===== src/rtl/cpu_sequencer_pkg.sv =====
// rtl/cpu_sequencer_pkg.sv - shared state encodings and helpers for the d16 control sequencer
package cpu_sequencer_pkg;

  // 4-bit encodings are fixed so debug and formal code can decode the state register.
  typedef enum logic [3:0] {
    SEQ_IDLE    = 4'd0,
    SEQ_FETCH   = 4'd1,
    SEQ_DECODE  = 4'd2,
    SEQ_REGREAD = 4'd3,
    SEQ_IMM     = 4'd4,
    SEQ_ALU     = 4'd5,
    SEQ_MEM     = 4'd6,
    SEQ_WB      = 4'd7,
    SEQ_FAULT   = 4'd8
  } seq_state_e;

  function automatic logic is_req_state(input seq_state_e s);
    return (s == SEQ_FETCH) || (s == SEQ_IMM) || (s == SEQ_MEM);
  endfunction

endpackage


===== src/rtl/mem_wait_timer.sv =====
// rtl/mem_wait_timer.sv - counts unacknowledged memory request cycles and flags the last allowed one
module mem_wait_timer #(
  parameter int MEM_TIMEOUT = 16
) (
  input  logic clk,
  input  logic rst_n,
  input  logic clear,
  input  logic count,
  output logic expired
);

  localparam int CW = (MEM_TIMEOUT > 2) ? $clog2(MEM_TIMEOUT) : 1;
  localparam logic [CW-1:0] LIMIT = CW'(MEM_TIMEOUT - 2);

  logic [CW-1:0] cnt_q;

  // expired means this request cycle is the (MEM_TIMEOUT-1)th without an ack.
  assign expired = (cnt_q == LIMIT);

  always_ff @(posedge clk or negedge rst_n) begin
    if (!rst_n) begin
      cnt_q <= '0;
    end else if (clear) begin
      cnt_q <= '0;
    end else if (count && !expired) begin
      cnt_q <= cnt_q + 1'b1;
    end
  end

endmodule


===== src/rtl/cpu_sequencer.sv =====
// rtl/cpu_sequencer.sv - multi-cycle fetch/decode/execute control FSM for the d16 core
module cpu_sequencer
  import cpu_sequencer_pkg::*;
#(
  parameter int MEM_TIMEOUT = 16,
  parameter int CNT_W       = 16
) (
  input  logic             clk,
  input  logic             rst_n,
  input  logic             run,
  input  logic             next_word,
  input  logic             en_mem,
  input  logic             is_store,
  input  logic             mem_ack,
  output logic             mem_req,
  output logic             mem_we,
  output logic             mem_addr_sel,
  output logic             dec_en,
  output logic             instr_latch,
  output logic             imm_latch,
  output logic             pc_inc,
  output logic             en_regread,
  output logic             en_alu,
  output logic             en_regwrite,
  output logic             busy,
  output logic             bus_err,
  output logic [CNT_W-1:0] instr_count
);

  seq_state_e state_q, state_d;
  logic       req_state;
  logic       wait_expired;

  assign req_state = is_req_state(state_q);

  // The counter idles at zero outside request states, so it is clear on every entry.
  mem_wait_timer #(.MEM_TIMEOUT(MEM_TIMEOUT)) u_wait (
    .clk     (clk),
    .rst_n   (rst_n),
    .clear   (!req_state),
    .count   (req_state && !mem_ack),
    .expired (wait_expired)
  );

  always_ff @(posedge clk or negedge rst_n) begin
    if (!rst_n) begin
      state_q     <= SEQ_IDLE;
      bus_err     <= 1'b0;
      instr_count <= '0;
    end else begin
      state_q <= state_d;
      if (state_d == SEQ_FAULT) bus_err <= 1'b1;
      if (state_q == SEQ_WB) instr_count <= instr_count + 1'b1;
    end
  end

  always_comb begin
    state_d      = state_q;
    mem_req      = 1'b0;
    mem_we       = 1'b0;
    mem_addr_sel = 1'b0;
    dec_en       = 1'b0;
    instr_latch  = 1'b0;
    imm_latch    = 1'b0;
    pc_inc       = 1'b0;
    en_regread   = 1'b0;
    en_alu       = 1'b0;
    en_regwrite  = 1'b0;
    busy         = 1'b1;
    case (state_q)
      SEQ_IDLE: begin
        busy = 1'b0;
        if (run) state_d = SEQ_FETCH;
      end
      SEQ_FETCH: begin
        mem_req = 1'b1;
        if (mem_ack) begin
          instr_latch = 1'b1;
          pc_inc      = 1'b1;
          state_d     = SEQ_DECODE;
        end else if (wait_expired) begin
          state_d = SEQ_FAULT;
        end
      end
      SEQ_DECODE: begin
        dec_en  = 1'b1;
        state_d = SEQ_REGREAD;
      end
      SEQ_REGREAD: begin
        en_regread = 1'b1;
        state_d    = next_word ? SEQ_IMM : SEQ_ALU;
      end
      SEQ_IMM: begin
        mem_req = 1'b1;
        if (mem_ack) begin
          imm_latch = 1'b1;
          pc_inc    = 1'b1;
          state_d   = SEQ_ALU;
        end else if (wait_expired) begin
          state_d = SEQ_FAULT;
        end
      end
      SEQ_ALU: begin
        en_alu  = 1'b1;
        state_d = en_mem ? SEQ_MEM : SEQ_WB;
      end
      SEQ_MEM: begin
        mem_req      = 1'b1;
        mem_addr_sel = 1'b1;
        mem_we       = is_store;
        if (mem_ack) begin
          state_d = SEQ_WB;
        end else if (wait_expired) begin
          state_d = SEQ_FAULT;
        end
      end
      SEQ_WB: begin
        en_regwrite = 1'b1;
        state_d     = run ? SEQ_FETCH : SEQ_IDLE;
      end
      SEQ_FAULT: begin
        busy = 1'b0;
      end
      default: begin
        state_d = SEQ_IDLE;
      end
    endcase
  end

endmodule


===== config.mk =====
export PLATFORM = sky130hd
export DESIGN_NAME = cpu_sequencer
export DESIGN_NICKNAME = d
export VERILOG_FILES = /design/src/rtl/cpu_sequencer_pkg.sv /design/src/rtl/mem_wait_timer.sv /design/src/rtl/cpu_sequencer.sv
export SDC_FILE = /design/constraint.sdc
export NUM_CORES = 1
export LEC_CHECK = 0
export BUFFER_PORTS_ARGS = -buffer_cell sky130_fd_sc_hd__buf_2
export CAP_MARGIN = 25
export CORE_ASPECT_RATIO = 1.5
export CORE_MARGIN = 2
export CORE_UTILIZATION = 51
export CTS_CLUSTER_SIZE = 14
export DETAILED_ROUTE_END_ITERATION = 8
export MAX_ROUTING_LAYER = met4
export PLACE_DENSITY = 0.86
export SLEW_MARGIN = 20
export SYNTH_ARGS = -nofsm -noshare
export SYNTH_HDL_FRONTEND = slang
export SYNTH_HIERARCHICAL = 1
export SYNTH_SLANG_ARGS = --single-unit

===== constraint.sdc =====
create_clock -name clk -period 2.6 [get_ports clk]
set_input_delay 0.13 -clock clk [delete_from_list [all_inputs] [get_ports clk]]
set_output_delay 0.13 -clock clk [all_outputs]
set_load 0.05 [all_outputs]

==> results.json <==
{
  "status": "complete, no violations",
  "routabilityCongestion": 0.9036,
  "post-route-period-util_pct": 81.62,
  "ys.warnings.count": 6,
  "setup_tns_ns": 0,
  "synth.distinct_cells": 35,
  "wl_per_cell_um": 13.62,
  "max_freq_mhz": 471.3,
  "cts.sinks": 25,
  "yosys.area_share.simple_pct": 27.18,
  "synth_edf_count": 0,
  "synth_top_family_by_area": "simple AND/OR/NAND/NOR gates",
  "worstHoldPathType": "in -> reg",
  "seq_area_frac_synth_pct": 47.35,
  "wirelength_um": 2723,
  "r2r-start": "state_q[1]",
  "synth_common_cells": "dfrtp_1, nand2_1, nor2_1",
  "synth_most_common_cell": "dfrtp_1",
  "slew_viol_final": 0,
  "dp_cells": 195,
  "netlist_instances": 139,
  "start_kind": "flop",
  "overflow": 0,
  "numPortBuffers": 34,
  "whs_endpoint": "state_q[0]",
  "setup_viol": 0,
  "p_leak_nw": 0.8353,
  "syn_nets": 149,
  "die-width_um": 45.56,
  "cts-resized-gates": 0,
  "rsz0062_at_grt": "false",
  "synthMuxAreaShare_pct": 0.7576,
  "peakVddDrop_mv": 0.7283,
  "grt_pass1_wl_um": 4788,
  "hpwl_um": 2146,
  "dr_total_vias": 1134,
  "avgSynthCellArea_um2": 9.506,
  "reg2reg_to": "u_wait/cnt_q[1]",
  "power_density_mw_per_mm2": 941.4,
  "arrival_ns": 2.36,
  "ys_ff_latch": 25,
  "critPathCaptureType": "flop",
  "cap_violations": 0,
  "hold_depth": 4,
  "seqCellArea_um2": 625.6,
  "finalClockSkew_ns": 0.008860,
  "cts_tree": "built",
  "track_usage_pct": 21.88,
  "num-fill-cells": 220,
  "final.min_clock_period_ns": 2.122,
  "firstDrtPassIters": 4,
  "critPathRequiredTime_ns": 2.83,
  "ys_top_cells_by_area": "dfrtp_1, xnor2_1, xor2_1",
  "grt_pass1_vias": 1095,
  "cp_max_fo": 13,
  "synth_compound_area_share_pct": 8.712,
  "stdcell_count": 200,
  "synth_area_leader_cell": "dfrtp_1",
  "dp_slack_ns": 0.5391,
  "drive_gt1_share_pct": 28.41,
  "cts_made_buffers": 3,
  "synth_ff_type": "dfrtp_1",
  "hold_start": "next_word",
  "syn2layout_area_growth_pct": 18.18,
  "vias_per_cell": 5.670,
  "worst_pin_slew_ns": 0.5396,
  "r2r_cells": 7,
  "synthAdderAreaFrac_pct": 2.841,
  "htreeDepth": 1,
  "maxSlewHeadroom_pct": 64.03,
  "drtIter0Drc": 37,
  "timing.final.ws_setup_ns": 0.4780,
  "cts.clk_slew.worst_paths_ns": 0.13,
  "antenna_found_initial": 0,
  "rows": 22,
  "hold_violations": 0,
  "boundaryPins": 35,
  "drc": 0,
  "antenna_cells": 0,
  "nNetsFinal": 187,
  "initial_utilization_pct": 53.93,
  "r2r_setup_slack_ns": 0.48,
  "coreArea_mm2": 0.002450,
  "syn_area_mm2": 0.001321,
  "synth.top_cell.area_share_pct": 47.35,
  "drtAntennaViolNets": 0,
  "cts_root_buf": "clkbuf_4",
  "critPathKind": "reg -> reg",
  "synth_xor_area_share_pct": 10.61,
  "clk_latency_ns": 0.31,
  "multi_input_area_um2": 668.1,
  "die_h_um": 66.34,
  "grt_max_degree": 26,
  "clockBufferDepth": 2,
  "die-area_mm2": 0.003022,
  "async_flop_share_pct": 100.0,
  "timing.hold.ws_ns": 0.1521
}
-- per-stage QoR --
step | power, mW | cell area, µm² | utilization (%)
after floorplan | 1.139 | 1328 | -
after global placement | 1.280 | 1524 | 62.21
after detailed placement | 1.312 | 1524 | 62.21
after CTS | 1.478 | 1562 | 63.74
after global routing | 1.576 | 1562 | 63.74
final | 1.470 | 1562 | 63.74
-- report_power, final --
| part | internal, mW | switching (mW) |
|---|---|---|
| sequential | 0.445 | 0.103 |
| combinational | 0.212 | 0.544 |
| clock | 0.0574 | 0.108 |
-- state kept, by name, indices dropped and copies added, names as in the netlist --
| signal | cells |
|---|---|
| instr_count | 16 |
| state_q | 4 |
| u_wait/cnt_q | 4 |
| bus_err | 1 |
-- critical path: stages (launching register included) --
cell     delay (ns)
dfrtp_1        0.55
or2b_1         0.29
o21ai_0        0.14
nand2_1        0.18
nor2_1         0.31
inv_2          0.07
or3_1          0.35
a21oi_1        0.14
-- routing by layer --
metal  global-route usage [%]  up-vias  share of wire [%]
li1                         -      547                  -
met2                    37.68       35                 52
met1                    26.10      550                 42
met5                        -        -                  0
met4                    4.412        0               0.29
met3                    3.825        2                5.4
-- worst max-delay path by stage --
stage | end | from
2_1_floorplan | pc_inc | state_q[1]
3_3_place_gp | u_wait/cnt_q[1] | state_q[1]
3_5_place_dp | u_wait/cnt_q[1] | state_q[1]
4_1_cts | u_wait/cnt_q[1] | state_q[1]
5_1_grt | u_wait/cnt_q[1] | state_q[1]
6_report | u_wait/cnt_q[1] | state_q[1]
-- cells by family after synthesis --
family	Yosys count
xor gates and xnor gates	16
adders and majority gates	3
and+or+nand+nor	65
DFF	25
AOI/OAI and AO/OA	20
muxes	1
buffers and inverters	9
-- layout by cell type (no fill, tap or decap), types with 2 or more instances in the layout --
master	instances
inv_1	4
nor2b_1	4
dfrtp_1	25
inv_2	2
buf_2	34
nand2b_1	2
nor2_1	12
clkbuf_4	3
and3_1	3
or3_1	2
xor2_1	8
nand2_1	15
o21ai_0	8
nand4_1	5
xnor2_1	8
ha_1	3
or2_2	3
nor3_1	5
nand3_1	5
a21oi_1	6
-- repair_timing --
item,in CTS,in global routing
endpoints found under the hold margin,25,0
hold buffers,1,0
buffers inserted,0,0
-- final cells by class --
class | instances | share of cell area (%)
Clock buffer | 3 | 1.442
Clock inverter | 1 | 0.3205
Inverter | 6 | 1.442
Multi-Input combinational cell | 105 | 42.79
Sequential cell | 25 | 40.06
Tap cell | 24 | 1.923
Timing Repair Buffer | 36 | 12.02
Power figures use the tool's default switching activity.
